$ cat src/rtl/tff_count_sequencer_pkg.sv
// Shared definitions for the T-flip-flop count sequencer: controller state
// encoding and direction codes.
package tff_count_sequencer_pkg;

    // Controller states; encodings are fixed so the state value can be
    // probed or compared against documentation directly.
    typedef enum logic [1:0] {
        ST_IDLE = 2'd0,
        ST_RUN  = 2'd1,
        ST_DONE = 2'd2
    } state_t;

    // Direction codes as carried on the dir input and held for a job.
    localparam logic DIR_UP   = 1'b1;
    localparam logic DIR_DOWN = 1'b0;

endpackage

$ cat src/rtl/tff_bank.sv
// Bank of WIDTH T flip-flops. Each bit toggles when its T input is high.
// A shared synchronous clear forces all bits to zero and has priority
// over toggling.
module tff_bank #(
    parameter int WIDTH = 4
) (
    input  logic             clk,
    input  logic             clear,
    input  logic [WIDTH-1:0] t,
    output logic [WIDTH-1:0] q
);

    // Toggle each bit whose T is set; clear wins over any toggle.
    // NOTE: sequential state always uses non-blocking (<=) so every flop
    // samples pre-edge values regardless of statement order.
    always_ff @(posedge clk) begin
        if (clear) begin
            q <= '0;
        end else begin
            q <= q ^ t;
        end
    end

endmodule

$ cat src/rtl/tff_count_sequencer.sv
// Sequences a bank of T flip-flops as a programmable modulo-M up/down
// counter. One job (direction, modulus, step count) is accepted per start
// in IDLE, run for exactly that many edges, and completed with a one-cycle
// done pulse. The counter value is only ever changed by toggling bits or by
// the bank's synchronous clear.
module tff_count_sequencer
    import tff_count_sequencer_pkg::*;
#(
    parameter int WIDTH = 4,
    parameter int STEPW = 8
) (
    input  logic             clk,
    input  logic             syncReset,
    input  logic             start,
    input  logic             dir,
    input  logic [WIDTH-1:0] modulus,
    input  logic [STEPW-1:0] steps,
    input  logic             clr,
    output logic [WIDTH-1:0] count,
    output logic [WIDTH-1:0] tvec,
    output logic             busy,
    output logic             done,
    output logic             wrap
);

    state_t           state;
    state_t           stateNext;

    logic [STEPW-1:0] remaining;
    logic             dirLat;
    logic [WIDTH-1:0] modLat;

    // Modulus widened by one bit so that a latched 0 can stand for 2^WIDTH.
    logic [WIDTH:0]   modFull;
    logic [WIDTH:0]   lastVal;
    logic [WIDTH:0]   countWide;
    logic [WIDTH-1:0] countNext;
    logic             wrapHit;

    logic             acceptJob;
    logic             clrAccept;
    logic             bankClear;

    // A start in IDLE with a nonzero step count opens a job; clr only acts
    // in IDLE and only when no start competes with it.
    assign acceptJob = (state == ST_IDLE) && start && (steps != '0);
    assign clrAccept = (state == ST_IDLE) && clr && !start;
    assign bankClear = syncReset || clrAccept;

    tff_bank #(
        .WIDTH(WIDTH)
    ) uBank (
        .clk  (clk),
        .clear(bankClear),
        .t    (tvec),
        .q    (count)
    );

    // Compute the next count value and whether this step wraps.
    // NOTE: every signal written in a combinational block gets a default
    // first, so no path can leave it unassigned and infer a latch.
    always_comb begin
        modFull   = {1'b0, modLat};
        if (modLat == '0) begin
            modFull = {1'b1, {WIDTH{1'b0}}};
        end
        lastVal   = modFull - {{WIDTH{1'b0}}, 1'b1};
        countWide = {1'b0, count};
        countNext = count;
        wrapHit   = 1'b0;

        if (dirLat == DIR_UP) begin
            // Reaching the top, or starting out of range, lands on zero.
            if (countWide >= lastVal) begin
                countNext = '0;
                wrapHit   = 1'b1;
            end else begin
                countNext = count + WIDTH'(1);
            end
        end else begin
            // Only a genuine 0 -> M-1 step counts as a wrap; an
            // out-of-range value is corrected to M-1 without one.
            if (count == '0) begin
                countNext = lastVal[WIDTH-1:0];
                wrapHit   = 1'b1;
            end else if (countWide >= modFull) begin
                countNext = lastVal[WIDTH-1:0];
            end else begin
                countNext = count - WIDTH'(1);
            end
        end
    end

    // Toggle exactly the bits that differ between now and next, only in RUN.
    always_comb begin
        tvec = '0;
        if (state == ST_RUN) begin
            tvec = count ^ countNext;
        end
    end

    // State register.
    always_ff @(posedge clk) begin
        if (syncReset) begin
            state <= ST_IDLE;
        end else begin
            state <= stateNext;
        end
    end

    // Next-state logic: start is only looked at in IDLE.
    always_comb begin
        stateNext = state;
        case (state)
            ST_IDLE: begin
                if (start) begin
                    stateNext = (steps != '0) ? ST_RUN : ST_DONE;
                end
            end
            ST_RUN: begin
                if (remaining == STEPW'(1)) begin
                    stateNext = ST_DONE;
                end
            end
            ST_DONE: begin
                stateNext = ST_IDLE;
            end
            default: begin
                stateNext = ST_IDLE;
            end
        endcase
    end

    // Status outputs decoded from the current state.
    always_comb begin
        busy = (state != ST_IDLE);
        done = (state == ST_DONE);
    end

    // Job parameters, remaining-step counter and the registered wrap pulse.
    always_ff @(posedge clk) begin
        if (syncReset) begin
            remaining <= '0;
            dirLat    <= DIR_DOWN;
            modLat    <= '0;
            wrap      <= 1'b0;
        end else begin
            wrap <= (state == ST_RUN) && wrapHit;
            if (acceptJob) begin
                remaining <= steps;
                dirLat    <= dir;
                modLat    <= modulus;
            end else if (state == ST_RUN) begin
                remaining <= remaining - STEPW'(1);
            end
        end
    end

endmodule

$ cat config.mk
export PLATFORM = sky130hd
export DESIGN_NAME = tff_count_sequencer
export DESIGN_NICKNAME = d
export VERILOG_FILES = /design/src/rtl/tff_count_sequencer_pkg.sv /design/src/rtl/tff_bank.sv /design/src/rtl/tff_count_sequencer.sv
export SDC_FILE = /design/constraint.sdc
export NUM_CORES = 1
export LEC_CHECK = 0
export CAP_MARGIN = 20
export CORE_MARGIN = 2
export CORE_UTILIZATION = 50
export CTS_BUF_LIST = sky130_fd_sc_hd__clkbuf_8
export DETAILED_ROUTE_END_ITERATION = 7
export GPL_TIMING_DRIVEN = 0
export PLACE_DENSITY = 0.87
export SLEW_MARGIN = 20
export SYNTH_ARGS = -nofsm -noshare
export SYNTH_HDL_FRONTEND = slang
export SYNTH_SLANG_ARGS = --single-unit
$ cat constraint.sdc
create_clock -name clk -period 3.3 [get_ports clk]
set_input_delay 0.66 -clock clk [delete_from_list [all_inputs] [get_ports clk]]
set_output_delay 0.66 -clock clk [all_outputs]
set_load 0.05 [all_outputs]
[After elaboration in Yosys (flattened, before gate mapping)]
Index checks and enable logic that the tools add are counted.
Operators by class
  add/sub/neg operators: 4
  multiply operators: 0
  div/mod/pow operators: 0
  $lt $le $gt $ge: 2
  eq/ne operators: 5
  shift operators: 0
  mux-type cells: 15
  bitwise logic cells: 2
  reductions and logical operators: 14
Operator list (count)
  4-bit 2-to-1 mux: 5
  8-bit 2-to-1 mux: 2
  4-bit by 5-bit greater-or-equal comparator with 1-bit output: 2
  8-bit by 1-bit == test with 1-bit output, second input constant: 1
  4-bit zero test: 2
  8-bit nonzero test: 1
  8-bit by 1-bit subtractor with 8-bit output, second input constant: 1
  4-bit XOR: 2
  2-bit 2-to-1 mux: 3
  1-bit logical AND: 5
  5-bit 2-to-1 mux: 1
  5-bit by 1-bit subtractor with 5-bit output, second input constant: 1
  4-bit by 1-bit adder with 4-bit output, second input constant: 1
  2-bit one-hot mux with 2 select lines: 1
  2-bit nonzero test: 2
  4-bit by 1-bit subtractor with 4-bit output, second input constant: 1
  1-bit 2-to-1 mux: 3
  2-bit by 1-bit == test with 1-bit output, second input constant: 1
  2-bit == test, second input constant: 1
  2-bit zero test: 1
  2-bit by 1-bit != test with 1-bit output, second input constant: 1
  2-bit != test, second input constant: 1
  2-bit AND reduction: 1
  1-bit zero test: 1
  1-bit logical OR: 1
Storage, ports and cells
  flip-flop bits (word level): 20
  bits in latches: 0
  memory bits (writable): 0
  bits in read-only memories: 0
  bits of input ports: 17
  output and inout port bits: 11
  word-level logic and storage cells: 48
  memories: 0

[Longest topological paths before layout]
  depth in word-level cells: 9
  depth in mapped cells: 12
  mapped depth without buffers: 12

[By module]
A second synthesis with hierarchy kept.
Unflattened totals
  cells, all modules: 177
  area, all modules: 1515.2 um2
Modules (own cells, without submodules)
  tff_count_sequencer: times used 1, cells each 165, area each 1385.1 um2
  tff_bank: times used 1, cells each 12, area each 130.1 um2

[Least setup slack after synthesis]
No wires, ideal clock.
  kind: reg2out
  start: register modLat[0]
  end: output tvec[1]
  arrival time: 3091 ps
  slack: -451 ps
  cell stages (with the launch flop): 12
  buffers on the path: 0
  cell sequence: dfxtp_1 -> inv_1 -> ha_1 -> or3b_4 -> nand2_1 -> ha_1 -> nand2_1 -> a31oi_1 -> o21ai_2 -> o31ai_2 -> nor3_1 -> nor3_1
On the way
  longest elaborated chain between the ends: 8
RTL lines
  start, declared: RTL line tff_count_sequencer.sv:31  | logic [WIDTH-1:0] modLat;
  start signal, assigned: RTL line tff_count_sequencer.sv:152  | modLat <= modulus;
  4-bit zero test: RTL line tff_count_sequencer.sv:64  | if (modLat == '0) begin
  5-bit 2-to-1 mux *: RTL line tff_count_sequencer.sv:64
  5-bit by 1-bit subtractor with 5-bit output or 4-bit by 5-bit greater-or-equal comparator with 1-bit output (tied branches): RTL line tff_count_sequencer.sv:67, tff_count_sequencer.sv:86
  4-bit by 5-bit greater-or-equal comparator with 1-bit output or 4-bit 2-to-1 mux (tied branches): RTL line tff_count_sequencer.sv:74, tff_count_sequencer.sv:86
  4-bit 2-to-1 mux (on tied branches): RTL line tff_count_sequencer.sv:74, tff_count_sequencer.sv:83
  4-bit 2-to-1 mux *: RTL line tff_count_sequencer.sv:72  | if (dirLat == DIR_UP) begin
  4-bit XOR *: RTL line tff_count_sequencer.sv:98  | tvec = count ^ countNext;
  4-bit 2-to-1 mux *: RTL line tff_count_sequencer.sv:97  | if (state == ST_RUN) begin
  end, declared: RTL line tff_count_sequencer.sv:20  | output logic [WIDTH-1:0] tvec,
Mark *: on every way between the ends. The rest lies on a longest branch, timed or not.

[Final worst setup path]
  start: register modLat[0]
  end: output tvec[3]
The elaborated chain is that of the path after synthesis.

==> impl_metrics.toml <==
[sta]
relSlewSlack_pct = 46.3
finalClockSkew_ns = 0.0104
setup_violations = 3
finalWorstSetupSlack_ns = -0.101
drv_slew = 0
tns_ns = -0.225
clock.fmax_mhz = 294
rsz0062_at_grt = "true"
fin_hold_ws_ns = 0.492
period_minus_slack_ns = 3.40
hold_viol = 0
min_period_over_period_pct = 103
worst_pin_slew_ns = 0.800

[critical_path]
critPathTopFamily = "compound AO/OA/AOI/OAI gates"
path_class = "reg -> out"
startpoint = "modLat[0]"
r2r_slack_ns = 0.87
rr_startpoint = "modLat[0]"
timing.critical_path.buf_inv = 3
cp-start-kind = "flip-flop"
arrival_ns = 2.74
cp.required_ns = 2.64
cpMaxStageDelayCell = "dfxtp_4"
worstPathMaxFanout = 4
endpoint_kind = "output port"
crit_chain = "inv_4 -> ha_4 -> o21bai_1 -> a21oi_1 -> a41o_2 -> ha_1 -> nor3b_1 -> a31o_2 -> nor2_4 -> nor2_1 -> nor3_2 -> buf_4 -> mux2i_4 -> buf_6"
max_stage_delay_ns = 0.35

[power]
swShare_pct = 38.8
p_leak_nw = 0.833
p_int_w = 0.000691
power_density_nw_per_um2 = 528
ir_drop_mv = 0.421
power_frac_seq_pct = 27.0
p_clk_share_pct = 21.6
switchingPower_w = 0.000438
comb_power_share_pct = 51.3

[grt]
grt_pass1_vias = 1537
grt_usage_pct = 23.6
antenna_found_initial = 0
grt_pass1_wl_mm = 6.53
grt_max_degree = 13
gr-total-overflow = 0

[final_layout]
final_nets = 271
diodes = 0
fin_util_pct = 71.2
syn_to_final_growth_pct = 37.5
final_layout_size_suffix_gt1_share_pct = 22.2

[yosys]
syn_inst = 198
async_flop_share_pct = 0
synthTopCellsByArea = "dfxtp_1, ha_1, a21oi_1, nand2_1, nor3_1"
syn_nets = 229
ys_types = 51
seq_area_frac_synth_pct = 25.8
synth_edf_count = 0
synth_top_area_cell = "dfxtp_1"
ys.flop_type = "dfxtp_1"
ys_warn_count = 0
synth_commonest_cells = "a21oi_1, nand2_1, dfxtp_1, ha_1, inv_1"
syn_area_sq_um = 1550
synth-seq-cells = 20
avgSynthCellArea_sq_um = 7.85
synth.top_cell.area_share_pct = 25.8

[drt]
ant_nets = 0
wl_mm = 3.96
drc = 0
firstDrtPassIters = 4
viasPerCell = 6.01
dr.first_iter.drc_count = 63
wl_per_cell_um = 14.6
vias = 1634

[min_path]
hp-start = "remaining[1]"
hold_path_class = "reg -> reg"

[cts]
cts.htree.levels = 1
path_clk_slew_ns = 0.08
holdBufCountCts = 0
clock_path_buffers = 2
clk-insertion-delay-late_ns = 0.26
cts_tree = "yes"
numCtsBuffers = 3
cts_sinks = 20
clock-root-buffer = "clkbuf_8"

[place]
gp_congestion = 0.949
pre_cts_slack_ns = -0.726
portBuffers = 27
hpwl_mm = 2.94

[floorplan]
die-height_um = 59.8
rows = 20
initial_core_util_pct = 51.7
core_area_sq_um = 3000
io_pins = 28
dieArea_sq_um = 3570
dieWidth_um = 59.8

[job]
maxCapViolations = 0

[run_status]
violations = "setup timing"
status = "finished with violations"
==> power groups by stage <==
stage | Combinational [W] | Clock [W] | Sequential [W]
after floorplan | 0.000368 | 0 | 0.000324
after global placement | 0.000496 | 0 | 0.000308
after detailed placement | 0.000507 | 0 | 0.000310
after CTS | 0.000564 | 0.000245 | 0.000304
after global routing | 0.000625 | 0.000256 | 0.000310
final | 0.000579 | 0.000244 | 0.000305
==> final timing paths <==
path                       end  depth (start not counted)
setup reg to reg     flip-flop                         12
setup / recovery       tvec[3]                         14
hold / removal    remaining[1]                          2
hold reg to reg   remaining[1]                          2
==> repair_timing <==
| item | 4_1_cts | 5_1_grt |
|---|---|---|
| buffers inserted | 9 | 1 |
| endpoints found under the setup margin | 4 | 4 |
| gates resized for setup | 44 | 5 |
| pin swaps | 7 | 4 |
==> worst reg2reg max path: stages (launching register included) <==
cell,delay [ns]
dfxtp_4,0.35
inv_4,0.07
ha_4,0.13
or3b_4,0.39
nand2_4,0.09
inv_1,0.05
ha_2,0.17
nand2_1,0.08
a31oi_2,0.12
o21a_1,0.24
nor3_1,0.29
o21ai_0,0.17
a21boi_1,0.22
==> layout make-up <==
type,count,area (sq um)
plain buffers,7,37.5
flip-flops and latches,20,405
well taps,33,41.3
clock buffers,3,41.3
fillers,251,866
multi-input cells,159,1180
repair buffers,37,350
clock inverters,1,30.0
inverters,12,50.0
==> metrics by stage <==
step           power [W]  cell area (sq um)  instances
4_1_cts          0.00111               2120        271
3_5_place_dp    0.000817               1900        258
5_1_grt          0.00119               2140        272
2_1_floorplan   0.000692               1590        198
6_report         0.00113               2140        272
3_3_place_gp    0.000804               1900        258
==> kinds of logic (layout without fill, tap and decap cells) <==
group | Yosys count | count (layout) | share of synthesized area, %
AO/OA/AOI/OAI | 66 | 66 | 29.6
XOR/XNOR | 5 | 5 | 2.82
adder cells (fa/ha/maj) | 14 | 14 | 11.3
buffers and inverters | 19 | 60 | 5.31
flip-flops | 20 | 20 | 25.8
multiplexers | 1 | 1 | 0.644
AND/OR/NAND/NOR | 73 | 73 | 24.6
==> placed cells by master (no fill, tap or decap), types with 3 or more instances in the layout <==
cell type	n
dfxtp_1	18
nor3_2	3
buf_2	3
clkbuf_1	3
nor3_1	10
clkdlybuf4s50_1	23
nor2b_1	3
buf_4	10
ha_1	11
a31oi_1	4
a21oi_1	21
nor2_1	10
clkbuf_8	3
nand3_1	6
nand2_1	22
o21a_1	3
buf_6	5
inv_1	10
o21ai_0	9
==> metal layers <==
metal	wire length [um]	GRT usage, %
met1	1690	27.3
met4	74	8.89
met5	0	0
met3	161	2.16
met2	2040	44.3
Note: power is estimated with default switching activity, not from simulation.
